## config.mk

```make
export PLATFORM = sky130hd
export DESIGN_NAME = commit_aggregator_mpu
export DESIGN_NICKNAME = d
export VERILOG_FILES = /design/src/rtl/commit_aggregator_mpu_pkg.sv /design/src/rtl/commit_aggregator_mpu_rr_arbiter.sv /design/src/rtl/commit_aggregator_mpu.sv
export SDC_FILE = /design/constraint.sdc
export NUM_CORES = 1
export LEC_CHECK = 0
export ABC_CLOCK_PERIOD_IN_PS = 12600
export CAP_MARGIN = 40
export CORE_MARGIN = 8
export CORE_UTILIZATION = 30
export CTS_CLUSTER_SIZE = 10
export DETAILED_ROUTE_END_ITERATION = 10
export SYNTH_ARGS = -nofsm -noshare
export SYNTH_HDL_FRONTEND = slang
export SYNTH_SLANG_ARGS = --single-unit
export TNS_END_PERCENT = 100
```

## constraint.sdc

```tcl
create_clock -name clock -period 12.6 [get_ports clock]
set_input_delay 2.52 -clock clock [delete_from_list [all_inputs] [get_ports clock]]
set_output_delay 2.52 -clock clock [all_outputs]
set_load 0.05 [all_outputs]
```

## src/rtl/commit_aggregator_mpu_pkg.sv

```systemverilog
`default_nettype none
// ============================================================================
// Module      : pkg_mpu
// Description : Shared MPU types and constants for the commit-aggregation
//               path. It provides the issue-number type, the default table
//               sizes and the layout of one tracking-table entry.
// Revision    : 1.0 - initial release
// ============================================================================
package pkg_mpu;

    localparam int MPU_ISSUE_NO_W = 6;   // issue-number width
    localparam int NUM_COMMIT_SRC = 4;   // lanes, load/store, scalar, ...
    localparam int NUM_ENTRY_AGG  = 16;  // aggregator tracking-table depth

    typedef logic [MPU_ISSUE_NO_W-1:0] mpu_issue_no_t;

    // One tracking-table slot. Pend holds one bit per source that has not
    // acknowledged yet.
    typedef struct packed {
        logic                      Valid;
        mpu_issue_no_t             IssueNo;
        logic [NUM_COMMIT_SRC-1:0] Pend;
    } mpu_agg_entry_t;

endpackage : pkg_mpu
`default_nettype wire

```

## src/rtl/commit_aggregator_mpu_rr_arbiter.sv

```systemverilog
`default_nettype none
// ============================================================================
// Module      : rr_arbiter
// Description : Combinational round-robin arbiter. It searches upward from
//               I_Ptr, wrapping around, and grants the first requester it
//               finds. The pointer register lives in the parent.
// Ports       : I_Req      - request vector
//               I_Ptr      - highest-priority index this cycle
//               O_Grant    - one-hot grant
//               O_Grant_No - index of the granted requester
//               O_Valid    - some requester was granted
// Revision    : 1.0 - initial release
// ============================================================================
module rr_arbiter #(
    parameter int NUM_REQ = 16,
    parameter int PW      = $clog2(NUM_REQ)
) (
    input  logic [NUM_REQ-1:0] I_Req,
    input  logic [PW-1:0]      I_Ptr,
    output logic [NUM_REQ-1:0] O_Grant,
    output logic [PW-1:0]      O_Grant_No,
    output logic               O_Valid
);

    logic [PW-1:0] w_cand;

    always_comb begin
        O_Grant    = '0;
        O_Grant_No = '0;
        O_Valid    = 1'b0;
        w_cand     = '0;
        // NUM_REQ is a power of two, so the PW-bit add wraps modulo NUM_REQ.
        for (int k = 0; k < NUM_REQ; k++) begin
            w_cand = I_Ptr + PW'(k);
            if (!O_Valid && I_Req[w_cand]) begin
                O_Valid    = 1'b1;
                O_Grant_No = w_cand;
            end
        end
        O_Grant[O_Grant_No] = O_Valid;
    end

endmodule : rr_arbiter
`default_nettype wire

```

## src/rtl/commit_aggregator_mpu.sv

```systemverilog
`default_nettype none
// ============================================================================
// Module      : commit_aggregator_mpu
// Description : Producer side of the MPU commit interface. It records each
//               dispatched issue and collects the per-source completion acks.
//               When an issue has no pending sources left, it emits one
//               single-cycle commit request carrying that issue number.
// Ports       : clock, reset (sync, active-low)
//               I_Req_Issue/I_Issue_No/I_Src_Mask - dispatch of a new issue
//               I_Ack/I_Ack_No                    - per-source completion
//               O_Req_Commit/O_CommitNo           - commit request
//               O_Full                            - table fully occupied
//               O_Err                             - sticky protocol error
// Revision    : 1.0 - initial release
// ============================================================================
module commit_aggregator_mpu
    import pkg_mpu::*;
#(
    parameter int NUM_ENTRY      = NUM_ENTRY_AGG,
    parameter int NUM_SRC        = NUM_COMMIT_SRC,
    parameter int WIDTH_ISSUE_NO = MPU_ISSUE_NO_W
) (
    input  logic                              clock,
    input  logic                              reset,
    input  logic                              I_Req_Issue,
    input  logic [WIDTH_ISSUE_NO-1:0]         I_Issue_No,
    input  logic [NUM_SRC-1:0]                I_Src_Mask,
    input  logic [NUM_SRC-1:0]                I_Ack,
    input  logic [NUM_SRC*WIDTH_ISSUE_NO-1:0] I_Ack_No,
    output logic                              O_Req_Commit,
    output logic [WIDTH_ISSUE_NO-1:0]         O_CommitNo,
    output logic                              O_Full,
    output logic                              O_Err
);

    localparam int IDX_W = $clog2(NUM_ENTRY);
    localparam int CNT_W = IDX_W + 1;

    mpu_agg_entry_t [NUM_ENTRY-1:0] r_tab;
    mpu_agg_entry_t [NUM_ENTRY-1:0] w_tab_nxt;
    logic [CNT_W-1:0]               r_cnt;
    logic [IDX_W-1:0]               r_ptr;
    logic                           r_req_commit;
    mpu_issue_no_t                  r_commit_no;
    logic                           r_err;

    logic [NUM_ENTRY-1:0] w_ready;
    logic [NUM_ENTRY-1:0] w_grant;
    logic [IDX_W-1:0]     w_grant_no;
    logic                 w_gvalid;

    logic                 w_full;
    logic [IDX_W-1:0]     w_iss_idx;
    logic                 w_accept;
    logic                 w_iss_err;

    mpu_issue_no_t        w_ack_no  [NUM_SRC];
    logic [IDX_W-1:0]     w_ack_idx [NUM_SRC];
    logic [NUM_SRC-1:0]   w_ack_hit;
    logic                 w_ack_err;

    // ---------------------------------------------------------------- ready
    generate
        for (genvar j = 0; j < NUM_ENTRY; j++) begin : g_ready
            assign w_ready[j] = r_tab[j].Valid && (r_tab[j].Pend == '0);
        end
    endgenerate

    rr_arbiter #(
        .NUM_REQ    (NUM_ENTRY)
    ) u_arb (
        .I_Req      (w_ready),
        .I_Ptr      (r_ptr),
        .O_Grant    (w_grant),
        .O_Grant_No (w_grant_no),
        .O_Valid    (w_gvalid)
    );

    // ---------------------------------------------------------------- issue
    assign w_full    = (r_cnt == CNT_W'(NUM_ENTRY));
    assign w_iss_idx = I_Issue_No[IDX_W-1:0];
    // A slot that is being committed at this edge still counts as occupied.
    assign w_accept  = I_Req_Issue && !w_full && !r_tab[w_iss_idx].Valid;
    assign w_iss_err = I_Req_Issue && !w_accept;

    // ------------------------------------------------------------------ ack
    generate
        for (genvar i = 0; i < NUM_SRC; i++) begin : g_ack
            assign w_ack_no[i]  = I_Ack_No[i*WIDTH_ISSUE_NO +: WIDTH_ISSUE_NO];
            assign w_ack_idx[i] = w_ack_no[i][IDX_W-1:0];
            // A full issue-number compare catches acks that alias onto a slot
            // now holding a different (wrapped) issue.
            assign w_ack_hit[i] = r_tab[w_ack_idx[i]].Valid &&
                                  (r_tab[w_ack_idx[i]].IssueNo == w_ack_no[i]);
        end
    endgenerate

    assign w_ack_err = |(I_Ack & ~w_ack_hit);

    // ------------------------------------------------------- table next-state
    // The grant only touches a valid entry and an accept only touches an
    // invalid one, so the two updates never target the same slot.
    always_comb begin
        w_tab_nxt = r_tab;
        for (int j = 0; j < NUM_ENTRY; j++) begin
            if (w_grant[j]) begin
                w_tab_nxt[j].Valid = 1'b0;
            end
        end
        for (int i = 0; i < NUM_SRC; i++) begin
            if (I_Ack[i] && w_ack_hit[i]) begin
                w_tab_nxt[w_ack_idx[i]].Pend[i] = 1'b0;
            end
        end
        if (w_accept) begin
            w_tab_nxt[w_iss_idx].Valid   = 1'b1;
            w_tab_nxt[w_iss_idx].IssueNo = I_Issue_No;
            w_tab_nxt[w_iss_idx].Pend    = I_Src_Mask;
        end
    end

    // ------------------------------------------------------------ registers
    always_ff @(posedge clock) begin
        if (!reset) begin
            r_tab        <= '0;
            r_cnt        <= '0;
            r_ptr        <= '0;
            r_req_commit <= 1'b0;
            r_commit_no  <= '0;
            r_err        <= 1'b0;
        end else begin
            r_tab <= w_tab_nxt;

            case ({w_accept, w_gvalid})
                2'b10:   r_cnt <= r_cnt + CNT_W'(1);
                2'b01:   r_cnt <= r_cnt - CNT_W'(1);
                default: r_cnt <= r_cnt;
            endcase

            r_req_commit <= w_gvalid;
            if (w_gvalid) begin
                r_commit_no <= r_tab[w_grant_no].IssueNo;
                r_ptr       <= w_grant_no + IDX_W'(1);
            end

            if (w_iss_err || w_ack_err) begin
                r_err <= 1'b1;
            end
        end
    end

    assign O_Req_Commit = r_req_commit;
    assign O_CommitNo   = r_commit_no;
    assign O_Full       = w_full;
    assign O_Err        = r_err;

endmodule : commit_aggregator_mpu
`default_nettype wire

```

# Word-level counts from Yosys, hierarchy flattened
# Cells that the tools add are included.
# word_totals
reg_bits,193
latchBits,0
mem_bits_rw,0
mem_bits_ro,0
output_inout_bits,9
elab_cells,315
memories,0
# classes
addsub,18
n_mul,0
div,0
magnitude_cmp,28
eq_ne,7
shifts,0
muxes,121
bitwise_logic,3
n_reduce_logical,85
# op_table
op,n
176-bit bitwise mux,7
176-bit 2-to-1 mux,5
11-bit demux with 4-bit select,7
11-bit binary-select mux with 4-bit select,6
4-bit by 5-bit less-than comparator with 1-bit output (second input constant),22
4-bit 2-to-1 mux,18
11-bit 2-to-1 mux,6
1-bit binary-select mux with 4-bit select,16
4-bit logical NOT,16
1-bit 2-to-1 mux,50
1-bit logical AND,48
4-bit adder (second input constant),8
6-bit == test,4
4-bit by 1-bit greater-or-equal comparator with 1-bit output (second input constant),6
10-bit 2-to-1 mux,2
1-bit logical NOT,18
4-bit by 3-bit adder with 4-bit output (second input constant),4
16-bit AND,1
5-bit case mux with 2 select lines,1
4-bit by 1-bit adder with 4-bit output (second input constant),2
4-bit by 2-bit adder with 4-bit output (second input constant),2
5-bit by 1-bit adder with 5-bit output (second input constant),1
5-bit == test (second input constant),1
5-bit by 1-bit subtractor with 5-bit output (second input constant),1
10 further kinds,10

# Depth between registers and ports, before layout
# depth
word_depth,68
ltp_mapped,30

# Cells and area by module
# A second synthesis with hierarchy kept.
# hier_totals
cells_unflattened,1480
hier_area_um2,14756.7
# modules_own_cells
mod,instances,cells_per_inst,area_each_um2,seq_area_each_um2
commit_aggregator_mpu,1,1182,12121.6,3863.7
rr_arbiter,1,298,2635.0,0.0

# Worst setup path after synthesis
# Ideal clock, no wire load.
# synth_timing
path_kind,input -> register
start,in I_Ack_No[12]
end,reg r_tab[2] in the netlist's numbering
setup_time_ns,0.132
arrival_time_ns,5.736
t_required_ns,12.468
setup_slack_ns,6.732
cell_stages,10
n_path_buf,2
path_cell_list,clkbuf_1 > buf_2 > mux4_2 > mux4_2 > xor2_1 > nor4_1 > nand2_1 > or3_1 > o311ai_0 > a21boi_0
# synth_via
elab_chain_cells,12
word_cells_on_any_way,18
classes_between,2 x order compare; 1 x eq/ne; 12 x mux; 3 x reduce/logical
# synth_lines
element,line,rtl
"start, declared",commit_aggregator_mpu.sv:29,"input logic [NUM_SRC*WIDTH_ISSUE_NO-1:0] I_Ack_No,"
4-bit by 5-bit less-than comparator with 1-bit output (not written as such) (tied with other cells),commit_aggregator_mpu.sv:112,w_tab_nxt[w_ack_idx[i]].Pend[i] = 1'b0;
1-bit logical AND (not written as such) / 11-bit 2-to-1 mux (equally long branches),"commit_aggregator_mpu.sv:112, commit_aggregator_mpu.sv:94",
3-bit 2-to-1 mux (not written as such) / 6-bit == test (equally long branches),"commit_aggregator_mpu.sv:112, commit_aggregator_mpu.sv:94",
11-bit demux with 4-bit select / 1-bit logical AND (equally long branches),"commit_aggregator_mpu.sv:112, commit_aggregator_mpu.sv:93",
176-bit bitwise mux / 1-bit logical AND (equally long branches),"commit_aggregator_mpu.sv:112, commit_aggregator_mpu.sv:111",
176-bit 2-to-1 mux (*),commit_aggregator_mpu.sv:111,if (I_Ack[i] && w_ack_hit[i]) begin
176-bit bitwise mux,commit_aggregator_mpu.sv:112,
176-bit 2-to-1 mux (*),commit_aggregator_mpu.sv:111,
176-bit bitwise mux,commit_aggregator_mpu.sv:116,w_tab_nxt[w_iss_idx].Valid = 1'b1;
176-bit bitwise mux,commit_aggregator_mpu.sv:117,w_tab_nxt[w_iss_idx].IssueNo = I_Issue_No;
176-bit bitwise mux,commit_aggregator_mpu.sv:118,w_tab_nxt[w_iss_idx].Pend = I_Src_Mask;
176-bit 2-to-1 mux (*),commit_aggregator_mpu.sv:115,if (w_accept) begin
"end signal, assigned",commit_aggregator_mpu.sv:132,r_tab <= w_tab_nxt;
"end, declared",commit_aggregator_mpu.sv:39,mpu_agg_entry_t [NUM_ENTRY-1:0] r_tab;
# Mark *: on every way between the ends. The rest lies on a longest branch, timed or not. The select of a mux whose other input is x is not followed.
# A chain may end at the register's enable or synchronous reset.

# Final worst setup path
# layout_timing
start,reg r_ptr[0]
end,reg r_cnt[4]
# layout_via
elab_chain_cells,50
word_cells_on_any_way,97
classes_between,15 x add/sub; 2 x eq/ne; 49 x mux; 31 x reduce/logical
# layout_lines
element,line,rtl
"start, declared",commit_aggregator_mpu.sv:42,logic [IDX_W-1:0] r_ptr;
"start signal, assigned",commit_aggregator_mpu.sv:143,r_ptr <= w_grant_no + IDX_W'(1);
branches (longest 47 deep; another with 4-bit by 1-bit adder with 4-bit output),n/a,
1-bit 2-to-1 mux (*),commit_aggregator_mpu_rr_arbiter.sv:35,if (!O_Valid && I_Req[w_cand]) begin
2-bit by 1-bit == test with 1-bit output / 2-bit == test (equally long branches),commit_aggregator_mpu.sv:134,"case ({w_accept, w_gvalid})"
5-bit case mux with 2 select lines / 2-bit nonzero test (equally long branches),n/a,
"end signal, assigned",commit_aggregator_mpu.sv:135,2'b10: r_cnt <= r_cnt + CNT_W'(1);
"end signal, assigned",commit_aggregator_mpu.sv:136,2'b01: r_cnt <= r_cnt - CNT_W'(1);
"end signal, assigned",commit_aggregator_mpu.sv:137,default: r_cnt <= r_cnt;
"end, declared",commit_aggregator_mpu.sv:41,logic [CNT_W-1:0] r_cnt;
# Mark *: on every way between the ends. The select of a mux whose other input is x is not followed.

==> metrics.json <==
{
  "post_cts.repair.setup_buffers": {"value": 0},
  "postCtsResizedCells": {"value": 0},
  "ys_types": {"value": 96},
  "layout.nets": {"value": 1580},
  "final-max-slew-violation-count": {"value": 0},
  "critical_path.max_fanout": {"value": 37},
  "route.detailed.wl_per_inst": {"value": 25.7, "unit": "µm"},
  "drc": {"value": 0},
  "drt_iter0_drc": {"value": 1673},
  "synth_async_sr_flop_share": {"value": 0, "unit": "%"},
  "setup_repair_after_global_routing_missed_its_margin": {"value": "no"},
  "max_freq": {"value": 137, "unit": "MHz"},
  "finalCriticalPeriod": {"value": 7290, "unit": "ps"},
  "first_pass_grt_wire_length": {"value": 83.2, "unit": "mm"},
  "synthXorXnorAreaFrac": {"value": 1.94, "unit": "%"},
  "clock-root-buffer": {"value": "sky130_fd_sc_hd__clkbuf_16"},
  "cts-buffers-inserted": {"value": 17},
  "worst-slew-pin-transition": {"value": 931, "unit": "ps"},
  "seq_area_frac_synth": {"value": 26.9, "unit": "%"},
  "num_rows": {"value": 80},
  "ys_dominant_reg_cell": {"value": "sky130_fd_sc_hd__dfxtp_1"},
  "clock_skew": {"value": 18.9, "unit": "ps"},
  "synth_top_family_by_area": {"value": "multiplexers"},
  "final_layout_size_suffix_gt1_share": {"value": 15.7, "unit": "%"},
  "outcome": {"value": "finished, final reports clean"},
  "synth_area": {"value": 14300, "unit": "µm²"},
  "rrSetupSlack": {"value": 5310, "unit": "ps"},
  "slew_headroom": {"value": 37.4, "unit": "%"},
  "compound_gate_fraction_of_synth_area": {"value": 20.8, "unit": "%"},
  "die_area": {"value": 55100, "unit": "µm²"},
  "dr_total_vias": {"value": 13400},
  "timing.setup.critical_path_class": {"value": "reg -> reg"},
  "path_clk_slew": {"value": 80, "unit": "ps"},
  "cts_buffer_depth": {"value": 2},
  "hpwl": {"value": 39.7, "unit": "mm"},
  "post_synth_mux_area_share": {"value": 24.5, "unit": "%"},
  "global_route.usage.total": {"value": 19.3, "unit": "%"},
  "floorplan.io_pins": {"value": 50},
  "tightest_hold_margin": {"value": 484, "unit": "ps"},
  "power.density": {"value": 217, "unit": "nW/µm²"},
  "fp.coreArea": {"value": 47400, "unit": "µm²"},
  "totalNegativeSetupSlack": {"value": 0, "unit": "ps"},
  "fin_total_pwr": {"value": 3.48, "unit": "mW"},
  "timing.final.setup_violations": {"value": 0},
  "detail_route.wirelength": {"value": 55.3, "unit": "mm"},
  "number_of_instances_in_the_synthesized_netlist": {"value": 1531},
  "buffer_ports.inserted": {"value": 49},
  "layout.cells.most_common_list": {"value": "sky130_fd_sc_hd__nand2_1, sky130_fd_sc_hd__dfxtp_1, sky130_fd_sc_hd__mux4_2"},
  "synth_enable_flop_cells": {"value": 0},
  "syn_avg_cell_area": {"value": 9.37, "unit": "µm²"},
  "chipWidth": {"value": 235, "unit": "µm"},
  "clkLatencyLatePin": {"value": 470, "unit": "ps"},
  "n_antenna_cell": {"value": 0},
  "start_util": {"value": 30.2, "unit": "%"},
  "final_min_period_over_clock_period": {"value": 57.9, "unit": "%"},
  "worst_ir_drop_vdd": {"value": 0.376, "unit": "mV"},
  "maxCapViolCount": {"value": 0},
  "initial_antenna_violation_count": {"value": 1},
  "tritoncts_num_sinks": {"value": 193},
  "die-height": {"value": 235, "unit": "µm"},
  "timing.critical_path.required": {"value": 12990, "unit": "ps"},
  "drtPass1Iterations": {"value": 7},
  "post_cts_hold_buffer_count": {"value": 0},
  "report.final.hold_viol_count": {"value": 0},
  "area_growth_syn_to_layout": {"value": 11.7, "unit": "%"},
  "synth-simple-area-share": {"value": 19.7, "unit": "%"},
  "first_global_vias": {"value": 12900},
  "grt_max_degree": {"value": 75},
  "synth-warning-count": {"value": 0},
  "grt_overflow_total": {"value": 0},
  "startpoint_type": {"value": "flip-flop"},
  "synth_adder_area_share": {"value": 1.22, "unit": "%"},
  "holdCritPathClass": {"value": "reg -> reg"},
  "routabilityCongestion": {"value": 0.938},
  "cellLeakagePower": {"value": 5.54, "unit": "nW"},
  "postSynthNetCount": {"value": 1586},
  "vias_per_cell": {"value": 6.24},
  "end_kind": {"value": "flip-flop"},
  "worst-endpoint-arrival": {"value": 7690, "unit": "ps"},
  "cts.htree.levels": {"value": 4},
  "mostFrequentLayoutCell": {"value": "sky130_fd_sc_hd__nand2_1"},
  "drtAntennaViolNets": {"value": 0},
  "postSynthRegisterBits": {"value": 193},
  "tritoncts": {"value": "built"}
}
-- critical path, cell delays in order, from the launching register on --
cell,delay [ps]
sky130_fd_sc_hd__dfxtp_1,310
sky130_fd_sc_hd__buf_4,400
sky130_fd_sc_hd__inv_1,530
sky130_fd_sc_hd__ha_1,650
sky130_fd_sc_hd__buf_16,250
sky130_fd_sc_hd__inv_1,210
sky130_fd_sc_hd__a21oi_1,100
sky130_fd_sc_hd__o311ai_1,480
sky130_fd_sc_hd__and4_1,380
sky130_fd_sc_hd__nor4b_2,760
sky130_fd_sc_hd__and3_4,340
sky130_fd_sc_hd__nand2_1,90
sky130_fd_sc_hd__or4_1,870
sky130_fd_sc_hd__ha_1,420
sky130_fd_sc_hd__xor2_1,170
sky130_fd_sc_hd__ha_1,210
sky130_fd_sc_hd__nor3b_1,180
sky130_fd_sc_hd__a21oi_1,70
sky130_fd_sc_hd__nor2_1,100
sky130_fd_sc_hd__a21oi_1,50
sky130_fd_sc_hd__nor2_1,90
sky130_fd_sc_hd__a41oi_1,50
sky130_fd_sc_hd__or3_1,310
sky130_fd_sc_hd__a21boi_0,150
-- report_power, final --
group / leakage (nW) / total [mW] / switching, mW / internal [mW]
clock: 0.291 / 0.567 / 0.297 / 0.270
combinational: 3.69 / 2.24 / 1.48 / 0.762
sequential: 1.56 / 0.668 / 0.0272 / 0.641
-- cell families after synthesis --
logic type | after synthesis
simple gates | 567
fa+ha+maj | 14
buf+inv | 142
mux | 181
compound gates | 404
flops | 193
xor+xnor | 30
-- cells in the mapped netlist, types with 25 or more instances --
library cell | number | share of area (%)
sky130_fd_sc_hd__nand2_1 | 240 | 6.3
sky130_fd_sc_hd__dfxtp_1 | 193 | 27
sky130_fd_sc_hd__mux4_2 | 124 | 19
sky130_fd_sc_hd__a21boi_0 | 113 | 5.9
sky130_fd_sc_hd__clkbuf_1 | 65 | 1.7
sky130_fd_sc_hd__nor2_1 | 62 | 1.6
sky130_fd_sc_hd__o211ai_1 | 59 | 3.1
sky130_fd_sc_hd__nand3_1 | 49 | 1.7
sky130_fd_sc_hd__mux2i_1 | 46 | 3.2
sky130_fd_sc_hd__and3_1 | 40 | 1.7
sky130_fd_sc_hd__o21ai_0 | 40 | 1.4
sky130_fd_sc_hd__o21a_1 | 34 | 1.8
sky130_fd_sc_hd__a21oi_1 | 33 | 1.2
sky130_fd_sc_hd__and2_1 | 28 | 1.2
sky130_fd_sc_hd__inv_1 | 25 | 0.65
-- cell type report --
| class | count | area (µm²) |
|---|---|---|
| fill | 4826 | 31400 |
| multi-input combinational | 1196 | 9780 |
| sequential | 193 | 3860 |
| timing repair buffer | 88 | 880 |
| tap | 615 | 769 |
| clock buffer | 17 | 425 |
| clock inverter | 15 | 183 |
| inverter | 29 | 109 |
-- metrics by stage --
step | util [%] | worst slack, ps | instances | instance area (µm²)
after floorplan | - | 6730 | 1531 | 14300
after CTS | 33.8 | 5380 | 2153 | 16000
after global placement | 32.0 | 4890 | 2104 | 15200
after detailed placement | 32.5 | 5400 | 2121 | 15400
final | 33.8 | 5310 | 2153 | 16000
after global routing | 33.8 | 4700 | 2153 | 16000
-- worst paths after layout --
kind / depth (start not counted) / endpoint / from
setup / recovery: 23 / r_cnt[4]$_SDFFE_PN0P_ / r_ptr[0]$_SDFFE_PN0N_
hold reg to reg: 2 / r_tab[100]$_SDFF_PN0_ / r_tab[100]$_SDFF_PN0_
hold / removal: 2 / r_tab[100]$_SDFF_PN0_ / r_tab[100]$_SDFF_PN0_
setup reg to reg: 23 / r_cnt[4]$_SDFFE_PN0P_ / r_ptr[0]$_SDFFE_PN0N_
-- routing by layer --
layer | track usage, % | vias to the layer above | share of wire (%)
met5 | 0 | - | 0
met4 | 7.64 | 0 | 4.0
met3 | 4.59 | 167 | 10
met2 | 31.1 | 871 | 46
met1 | 24.9 | 6578 | 40
li1 | - | 5820 | -
-- sequential cells by signal, indices dropped and copies added, names as in the netlist --
signal	flops
O_CommitNo	6
O_Err	1
O_Req_Commit	1
r_cnt	5
r_ptr	4
r_tab	176
Note: power is estimated with default switching activity, not from simulation.
